<file path="config.mk">
export PLATFORM = sky130hd
export DESIGN_NAME = any1_branch_resolve
export DESIGN_NICKNAME = d
export VERILOG_FILES = /design/src/rtl/any1_branch_resolve.sv
export SDC_FILE = /design/constraint.sdc
export NUM_CORES = 1
export LEC_CHECK = 0
export BUFFER_PORTS_ARGS = -buffer_cell sky130_fd_sc_hd__clkbuf_2
export CAP_MARGIN = 40
export CORE_MARGIN = 2
export CORE_UTILIZATION = 27
export CTS_CLUSTER_SIZE = 25
export DETAILED_ROUTE_END_ITERATION = 10
export HOLD_SLACK_MARGIN = 0.12
export RECOVER_POWER = 50
export SETUP_SLACK_MARGIN = 0.3
export SLEW_MARGIN = 20
export SYNTH_ARGS = -nofsm -noshare
export SYNTH_HDL_FRONTEND = slang
export SYNTH_HIERARCHICAL = 1
export SYNTH_SLANG_ARGS = --single-unit
</file>
<file path="constraint.sdc">
create_clock -name clk_i -period 4.75 [get_ports clk_i]
set_input_delay 0.2375 -clock clk_i [delete_from_list [all_inputs] [get_ports clk_i]]
set_output_delay 0.2375 -clock clk_i [all_outputs]
set_load 0.05 [all_outputs]
</file>
<file path="src/rtl/any1_branch_resolve.sv">
// any1_branch_resolve: two-stage branch resolver with predictor update, fetch redirect and counters
module any1_eval_branch #(
  parameter int WID = 64
) (
  input  logic [7:0]     op,
  input  logic [WID-1:0] a,
  input  logic [WID-1:0] b,
  output logic           takb
);
  localparam logic [7:0] OP_BEQ  = 8'h40;
  localparam logic [7:0] OP_BNE  = 8'h41;
  localparam logic [7:0] OP_BLT  = 8'h42;
  localparam logic [7:0] OP_BGE  = 8'h43;
  localparam logic [7:0] OP_BLTU = 8'h44;
  localparam logic [7:0] OP_BGEU = 8'h45;
  always_comb
    takb = (op == OP_BEQ)  ? (a == b) :
           (op == OP_BNE)  ? (a != b) :
           (op == OP_BLT)  ? ($signed(a) <  $signed(b)) :
           (op == OP_BGE)  ? ($signed(a) >= $signed(b)) :
           (op == OP_BLTU) ? (a <  b) :
           (op == OP_BGEU) ? (a >= b) : 1'b0;
endmodule

module any1_branch_resolve #(
  parameter int WID  = 64,
  parameter int RIDW = 5,
  parameter int ILEN = 8
) (
  input  logic            clk_i,
  input  logic            rst_i,
  input  logic            flush_i,
  input  logic            in_valid_i,
  output logic            in_ready_o,
  input  logic [63:0]     inst_i,
  input  logic [WID-1:0]  a_i,
  input  logic [WID-1:0]  b_i,
  input  logic [63:0]     pc_i,
  input  logic            pred_taken_i,
  input  logic [63:0]     pred_target_i,
  input  logic [RIDW-1:0] rid_i,
  output logic            out_valid_o,
  input  logic            out_ready_i,
  output logic [RIDW-1:0] out_rid_o,
  output logic            out_taken_o,
  output logic            out_mispredict_o,
  output logic [63:0]     out_npc_o,
  output logic            redirect_o,
  output logic [63:0]     redirect_pc_o,
  output logic            bp_update_o,
  output logic [63:0]     bp_pc_o,
  output logic            bp_taken_o,
  output logic [31:0]     resolved_cnt_o,
  output logic [31:0]     mispred_cnt_o
);
  logic            s1_valid, s1_pt;
  logic [7:0]      s1_op;
  logic [15:0]     s1_disp;
  logic [WID-1:0]  s1_a, s1_b;
  logic [63:0]     s1_pc, s1_ptgt;
  logic [RIDW-1:0] s1_rid;
  logic            s2_valid, s2_taken, s2_mis;
  logic [63:0]     s2_npc, s2_pc;
  logic [RIDW-1:0] s2_rid;
  logic            takb, deliver, squash, s1_move, accept, mis;
  logic [63:0]     target, fallthru;
  logic            unused;
  assign unused = ^inst_i[47:8];
  any1_eval_branch #(.WID(WID)) u_eval (.op(s1_op), .a(s1_a), .b(s1_b), .takb(takb));
  always_comb begin
    target   = s1_pc + {{48{s1_disp[15]}}, s1_disp};
    fallthru = s1_pc + 64'(ILEN);
    mis      = (takb != s1_pt) || (takb && target != s1_ptgt);
    deliver  = s2_valid && out_ready_i;
    squash   = deliver && s2_mis;
    s1_move  = s1_valid && (!s2_valid || out_ready_i);
    in_ready_o = (!s1_valid || s1_move) && !squash;
    accept   = in_valid_i && in_ready_o && !flush_i;
  end
  assign out_valid_o      = s2_valid;
  assign out_rid_o        = s2_rid;
  assign out_taken_o      = s2_taken;
  assign out_mispredict_o = s2_mis;
  assign out_npc_o        = s2_npc;
  assign redirect_o       = deliver && s2_mis;
  assign redirect_pc_o    = s2_npc;
  assign bp_update_o      = deliver;
  assign bp_pc_o          = s2_pc;
  assign bp_taken_o       = s2_taken;
  always_ff @(posedge clk_i) begin
    if (rst_i) begin
      s1_valid <= 1'b0;
      s1_pt <= 1'b0;
      s1_op <= '0;
      s1_disp <= '0;
      s1_a <= '0;
      s1_b <= '0;
      s1_pc <= '0;
      s1_ptgt <= '0;
      s1_rid <= '0;
      s2_valid <= 1'b0;
      s2_taken <= 1'b0;
      s2_mis <= 1'b0;
      s2_npc <= '0;
      s2_pc <= '0;
      s2_rid <= '0;
      resolved_cnt_o <= '0;
      mispred_cnt_o <= '0;
    end else begin
      if (deliver) resolved_cnt_o <= resolved_cnt_o + 32'd1;
      if (deliver && s2_mis) mispred_cnt_o <= mispred_cnt_o + 32'd1;
      if (accept) begin
        s1_op <= inst_i[7:0];
        s1_disp <= inst_i[63:48];
        s1_a <= a_i;
        s1_b <= b_i;
        s1_pc <= pc_i;
        s1_pt <= pred_taken_i;
        s1_ptgt <= pred_target_i;
        s1_rid <= rid_i;
      end
      if (s1_move && !squash) begin
        s2_rid <= s1_rid;
        s2_taken <= takb;
        s2_mis <= mis;
        s2_npc <= takb ? target : fallthru;
        s2_pc <= s1_pc;
      end
      // a delivered mispredict kills the younger entry in S1 instead of moving it
      s1_valid <= !flush_i && (accept || (s1_valid && !s1_move));
      s2_valid <= !flush_i && !squash && (s1_move || (s2_valid && !out_ready_i));
    end
  end
endmodule

</file>
==> impl_metrics.csv, run 1 <==
group,metric,value,unit
clock_network,clock-sinks,487,
cells_and_area,drive_gt1_share,14.7,%
critical_path,crit_family,"compound AO/OA/AOI/OAI gates",
cells_and_area,syn2layout_area_growth,36.3,%
timing,rsz0062_at_grt,"true",
hold_path,hold_class,"in2reg",
cells_and_area,fin_nets,4868,
timing,timing.fmax,211,MHz
routing,drtAntennaViolNets,0,
critical_path,crit_slowest_cell,"o41ai_1",
synthesis,synth_xor_area_share,8.04,%
routing,drt-met1-wl,48700,um
hold_path,min_to,"mispred_cnt_o[15]",
critical_path,critPathKind,"reg2reg",
clock_network,clk_path_buf_depth,3,
critical_path,worstPathMaxFanout,3,
power_and_ir_drop,power,10.9,mW
synthesis,ys_warn_count,6,
synthesis,synthAdderAreaFrac,6.17,%
die,rows,115,
routing,routed_wl,108000,um
timing,post-route-period-util,99.6,%
synthesis,ys_seq_area_share,36.5,%
critical_path,crit_path_frequent_cell,"nor4_2",
die,ios,599,
clock_network,numCtsBuffers,59,
place,post-dp-hpwl,81300,um
critical_path,arrival,5.25,ns
timing,fin_ws,0.0213,ns
synthesis,syn-num-nets,4019,
global_route,grt_pass1_vias,27329,
synthesis,netlist_area,26700,um2
power_and_ir_drop,combPwrFrac,15.4,%
global_route,grt_pass1_wl,163000,um
routing,dr.pass1.iters,7,
synthesis,ys_seq_elements,487,
synthesis,synth_edf_count,0,
run,maxCapViolCount,2,
synthesis,synthFlopType,"dfxtp_1",
critical_path,r2r-end,"out_mispredict_o",
synthesis,synth_cell_types,91,
power_and_ir_drop,switchingPower,3.04,mW
status,violations,"capacitance limit, slew limit",
place,post-place-ws,-0.239,ns
critical_path,reg2reg_from,"s1_b[35]",
die,die-height,318,um
routing,drc,0,
die,core,98100,um2
synthesis,muxShareOfSynthArea,0.582,%
cells_and_area,final_util,37.0,%
synthesis,synth_top_family_by_area,"simple AND/OR/NAND/NOR gates",
critical_path,cp-start-kind,"flop",
timing,finalSetupViolations,0,
global_route,antenna_found_initial,19,
critical_path,crit_path_max_incr_delay,0.42,ns
clock_network,path_clk_slew,0.06,ns
die,die_w,318,um
hold_path,hp-start,"rst_i",
routing,viasPerCell,4.90,
global_route,grt_max_degree,132,
critical_path,reg2reg_depth,19,
timing,slew_viol_final,57,
power_and_ir_drop,cell_internal_pwr,7.83,mW
routing,drt_iter0_drc,1947,
routing,top_layer,"met5",
synthesis,avgSynthCellArea,7.50,um2
timing,worst_pin_slew,2.17,ns
hold_path,worstHoldPathCells,2,
clock_network,cts_root_buf,"clkbuf_16",
cells_and_area,fin_area,36300,um2
global_route,grt-ovfl-total,0,
place,gp_congestion,0.927,
die,die_area,101000,um2
timing,max-slew-margin-rel,-44.8,%
timing,finClkSkew,0.0356,ns
power_and_ir_drop,p_clk_share,44.9,%
synthesis,synth_top_area_cell,"dfxtp_1",
place,place_area,31500,um2
routing,num_vias,28239,
clock_network,cts_tree,"done",
synthesis,synth_top_area_share,36.5,%
synthesis,synthTopCellsByArea,"dfxtp_1, nand2_1, a21oi_1",
power_and_ir_drop,p_sw_share,28.0,%
die,initial_utilization,27.2,%
critical_path,cp_cell_sequence,"inv_1 -> ha_1 -> a21oi_1 -> o21ai_0 -> a22o_1 -> o41ai_1 -> o2111ai_1 -> a21oi_2 -> mux2i_4 -> nand4_1 -> nor4_2 -> o2111ai_2 -> or3_1 -> nor4_2 -> o2111ai_1 -> nor4b_2 -> nand4_1 -> nor4_2 -> a31oi_1",
timing,layout_min_cycle_time,4.73,ns
place,io_buffers,558,
timing,worst_hold_slack,0.135,ns
timing,finalHoldViolCount,0,
synthesis,postSynthCellCount,3557,
power_and_ir_drop,p_seq_share,39.8,%
power_and_ir_drop,leakage,14.1,nW
routing,met2_wirelength,49100,um
status,status,"finished with violations",
clock_network,insertion_delay,0.68,ns
synthesis,synthArstFlopShare,0,%
synthesis,synth_compound_area_share,18.2,%
cells_and_area,fillers,10356,
critical_path,cp-end-kind,"flop",
synthesis,synth-simple-area-share,24.1,%
clock_network,htree_levels,2,
critical_path,critPathRequiredTime,5.27,ns
critical_path,cp_num_buf_inv,1,
routing,detail_route.wl_per_cell,18.8,um
power_and_ir_drop,ir_drop,0.000342,V
global_route,globalRouteTotalUtil,20.5,%
power_and_ir_drop,power_density,299,nW/um2
routing,wl_met3,5620,um
critical_path,r2r_slack,0.02,ns
registers in the layout, summed over array words and instances, names as in the netlist, 16 cells and up:
register        count
s1_pc              64
s1_ptgt            64
out_npc_o          64
mispred_cnt_o      32
s1_disp            16
s1_b               64
bp_pc_o            64
resolved_cnt_o     32
s1_a               64
cell families after synthesis:
logic type	after synthesis
and+or+nand+nor	1473
AOI/OAI and AO/OA	845
DFF	487
buffers and inverters	371
xor gates and xnor gates	235
adders and majority gates	131
muxes	15
power groups by stage:
stage / clock, mW / combinational [mW] / sequential [mW]
floorplan: 0 / 0.810 / 4.43
global route: 5.15 / 1.81 / 4.33
detailed placement: 0 / 1.43 / 4.41
global placement: 0 / 1.43 / 4.41
CTS: 5.00 / 1.66 / 4.32
finish: 4.88 / 1.67 / 4.32
synth_stat cells, types with 4 or more instances:
cell type and number:
a2111oi_0 4, a211o_1 6, a211oi_1 46, a21boi_0 4, a21o_1 26, a21oi_1 546, a21oi_2 4, a221oi_1 6
a31oi_1 14, and2_1 16, and3_1 26, and3b_1 5, and4_1 14, buf_1 13, buf_2 16, buf_4 71
clkbuf_1 169, dfxtp_1 487, ha_1 130, inv_1 98, mux2_2 4, mux2i_1 11, nand2_1 916, nand2b_1 12
nand3_1 65, nand3b_1 5, nand4_1 71, nor2_1 227, nor2b_1 8, nor3_1 29, nor3b_1 4, nor4_1 21
nor4b_1 4, o2111ai_1 9, o211ai_1 25, o21a_1 12, o21ai_0 83, o21bai_1 6, o221ai_1 5, o31ai_1 9
or3_1 21, or4_1 5, xnor2_1 113, xor2_1 116
placed cells by master, fill, tap and decap left out, types with 116 or more instances in the layout:
cell type,n
dfxtp_1,483
ha_1,123
clkbuf_2,292
dlygate4sd3_1,290
buf_4,195
nand2_1,915
xor2_1,116
clkbuf_1,287
a21oi_1,545
nor2_1,227
metrics by stage:
step	setup TNS, ns	std cells
finish	0	5758
CTS	0	5741
floorplan	0	3557
global placement	-0.133	5336
global route	-0.193	5756
detailed placement	-0.239	5340
per-layer routing:
| layer | up-vias | GRT usage (%) |
|---|---|---|
| met5 | - | 0 |
| met4 | 8 | 8.60 |
| met3 | 216 | 2.94 |
| met2 | 863 | 33.1 |
| met1 | 13367 | 27.2 |
| li1 | 13785 | - |
layout make-up:
type,instances,area (um2),area share (%)
sequential,487,9750,26.8
tap,1287,1610,4.43
multi-input combinational,2699,15400,42.4
inverter,99,372,1.02
timing repair buffer,1060,7070,19.4
antenna,17,42.5,0.117
clock buffer,88,1730,4.75
clock inverter,21,374,1.03
repair_timing:
action / CTS / global route
setup buffers: 2 / 0
setup endpoints to repair: 1 / 1
pin swaps: 12 / 5
endpoints found under the hold margin: 290 / 0
resized for setup: 18 / 4
hold buffers: 290 / 0
how the worst max path moves through the flow:
| stage | startpoint | end | depth (start not counted) |
|---|---|---|---|
| 6_report | s1_b[35] | out_mispredict_o | 19 |
| 4_1_cts | s1_b[51] | out_mispredict_o | 19 |
| 5_1_grt | s1_b[43] | out_mispredict_o | 19 |
| 2_1_floorplan | s1_b[46] | out_mispredict_o | 20 |
| 3_5_place_dp | s1_b[11] | out_mispredict_o | 19 |
| 3_3_place_gp | s1_b[14] | out_mispredict_o | 19 |
Note: power is estimated with default switching activity, not from simulation.
==> run 2: changes to the inputs <==
==> constraint.sdc (replaced) <==
create_clock -name clk_i -period 4.75 [get_ports clk_i]
set_input_delay 0.2375 -clock clk_i [delete_from_list [all_inputs] [get_ports clk_i]]
set_output_delay 0.2375 -clock clk_i [all_outputs]
set_load 0.1 [all_outputs]
==> impl_metrics.csv, run 2 (synthesized netlist as in run 1, its figures left out) <==
group,metric,value,unit
critical_path,cp_num_buf_inv,1,
clock_network,clock-sinks,487,
routing,viasPerCell,4.91,
critical_path,cp-start-kind,"flop",
die,ios,599,
critical_path,cp_num_cells,19,
clock_network,insertion_delay,0.68,ns
critical_path,critPathKind,"reg2reg",
hold_path,worstHoldPathCells,2,
critical_path,critPathRequiredTime,5.27,ns
clock_network,clk_path_buf_depth,3,
timing,slew_viol_final,57,
die,core,98100,um2
global_route,antenna_found_initial,19,
global_route,grt_max_degree,132,
cells_and_area,drive_gt1_share,14.7,%
cells_and_area,syn2layout_area_growth,36.3,%
place,gp_congestion,0.927,
global_route,grt-ovfl-total,0,
power_and_ir_drop,power,11.0,mW
timing,rsz0062_at_grt,"true",
routing,drt_iter0_drc,1938,
cells_and_area,finalNonFillerCells,5758,
routing,num_vias,28250,
global_route,grt_pass1_vias,27329,
place,dp_cells,5340,
clock_network,cts_tree,"done",
critical_path,reg2reg_depth,19,
critical_path,cp-end-kind,"flop",
power_and_ir_drop,leakage,14.1,nW
cells_and_area,seqCellArea,9750,um2
critical_path,crit_path_frequent_cell,"nor4_2",
clock_network,numCtsBuffers,59,
critical_path,arrival,5.25,ns
cells_and_area,multi_input_area,15400,um2
global_route,globalRouteTotalUtil,20.5,%
clock_network,path_clk_slew,0.06,ns
clock_network,cts_root_buf,"clkbuf_16",
cells_and_area,fillers,10354,
global_route,grt_pass1_wl,163000,um
cells_and_area,final_cell_mix,"nand2_1, a21oi_1, dfxtp_1",
run,maxCapViolCount,2,
timing,max-slew-margin-rel,-44.3,%
timing,timing.fmax,212,MHz
routing,drc,0,
power_and_ir_drop,power_density,301,nW/um2
power_and_ir_drop,ir_drop,0.000343,V
critical_path,worstPathMaxFanout,3,
place,io_buffers,558,
critical_path,crit_family,"compound AO/OA/AOI/OAI gates",
routing,routed_wl,108000,um
cells_and_area,final_common_cell,"nand2_1",
timing,worst_pin_slew,2.16,ns
timing,finalHoldViolCount,0,
die,die_area,101000,um2
routing,drtAntennaViolNets,0,
cells_and_area,fin_nets,4868,
timing,worst_hold_slack,0.135,ns
timing,finalSetupViolations,0,
timing,finClkSkew,0.0355,ns
die,rows,115,
hold_path,hold_class,"in2reg",
critical_path,crit_path_max_incr_delay,0.42,ns
routing,dr.pass1.iters,7,
timing,post-route-period-util,99.5,%
critical_path,cp_cell_sequence,"inv_1 -> ha_1 -> a21oi_1 -> o21ai_0 -> a22o_1 -> o41ai_1 -> o2111ai_1 -> a21oi_2 -> mux2i_4 -> nand4_1 -> nor4_2 -> o2111ai_2 -> or3_1 -> nor4_2 -> o2111ai_1 -> nor4b_2 -> nand4_1 -> nor4_2 -> a31oi_1",
routing,detail_route.wl_per_cell,18.8,um
die,die_w,318,um
critical_path,crit_slowest_cell,"o41ai_1",
timing,layout_min_cycle_time,4.73,ns
clock_network,htree_levels,2,
place,post-dp-hpwl,81300,um
status,violations,"capacitance limit, slew limit",
die,die-height,318,um
status,status,"finished with violations",
die,initial_utilization,27.2,%
[run 2: cell counts in the layout (fill, tap and decap cells not counted)]
No cell type changed its count.
[run 2: path summary, 6_finish.rpt]
path                  endpoint     start  slack, ns
min reg2reg            s1_b[5]   s1_b[5]       0.45
max reg2reg   out_mispredict_o  s1_b[35]       0.02
max           out_mispredict_o  s1_b[35]       0.02
min          mispred_cnt_o[15]     rst_i       0.13
[run 2: power breakdown]
part | switching [mW] | internal [mW] | leakage, nW | total (mW)
sequential | 0.111 | 4.21 | 3.96 | 4.32
clock | 1.97 | 2.91 | 1.02 | 4.88
combinational | 1.05 | 0.704 | 9.13 | 1.75
[run 2: per-layer routing]
metal,vias to the layer above,track usage (%),part of all wire (%)
li1,13783,-,-
met1,13372,27.2,45
met2,867,33.1,45
met3,220,2.94,5.1
met4,8,8.60,4.3
met5,-,0,0.048
[run 2: metrics by stage]
step | util [%] | TNS, ns | cell area (um2) | worst slack (ns)
CTS | 37.4 | 0 | 36700 | 0.0209
detailed placement | 32.1 | -0.239 | 31500 | -0.239
global placement | 32.0 | -0.133 | 31400 | -0.133
floorplan | - | 0 | 26700 | 0.434
finish | 37.0 | 0 | 36400 | 0.0236
global route | 37.0 | -0.193 | 36300 | -0.193
[run 2: what timing repair did]
| item | 4_1_cts | 5_1_grt |
|---|---|---|
| setup endpoints to repair | 1 | 1 |
| endpoints found under the hold margin | 290 | 0 |
| setup buffers | 2 | 0 |
| hold buffers | 290 | 0 |
| gates resized for setup | 18 | 4 |
| pin swaps | 12 | 5 |
[run 2: final cells by class]
type                       count  area share [%]
sequential                   487            26.8
tap                         1287            4.43
timing repair buffer        1060            19.4
inverter                      99            1.02
clock buffer                  88            4.75
multi-input combinational   2699            42.4
clock inverter                21            1.03
antenna                       17           0.117
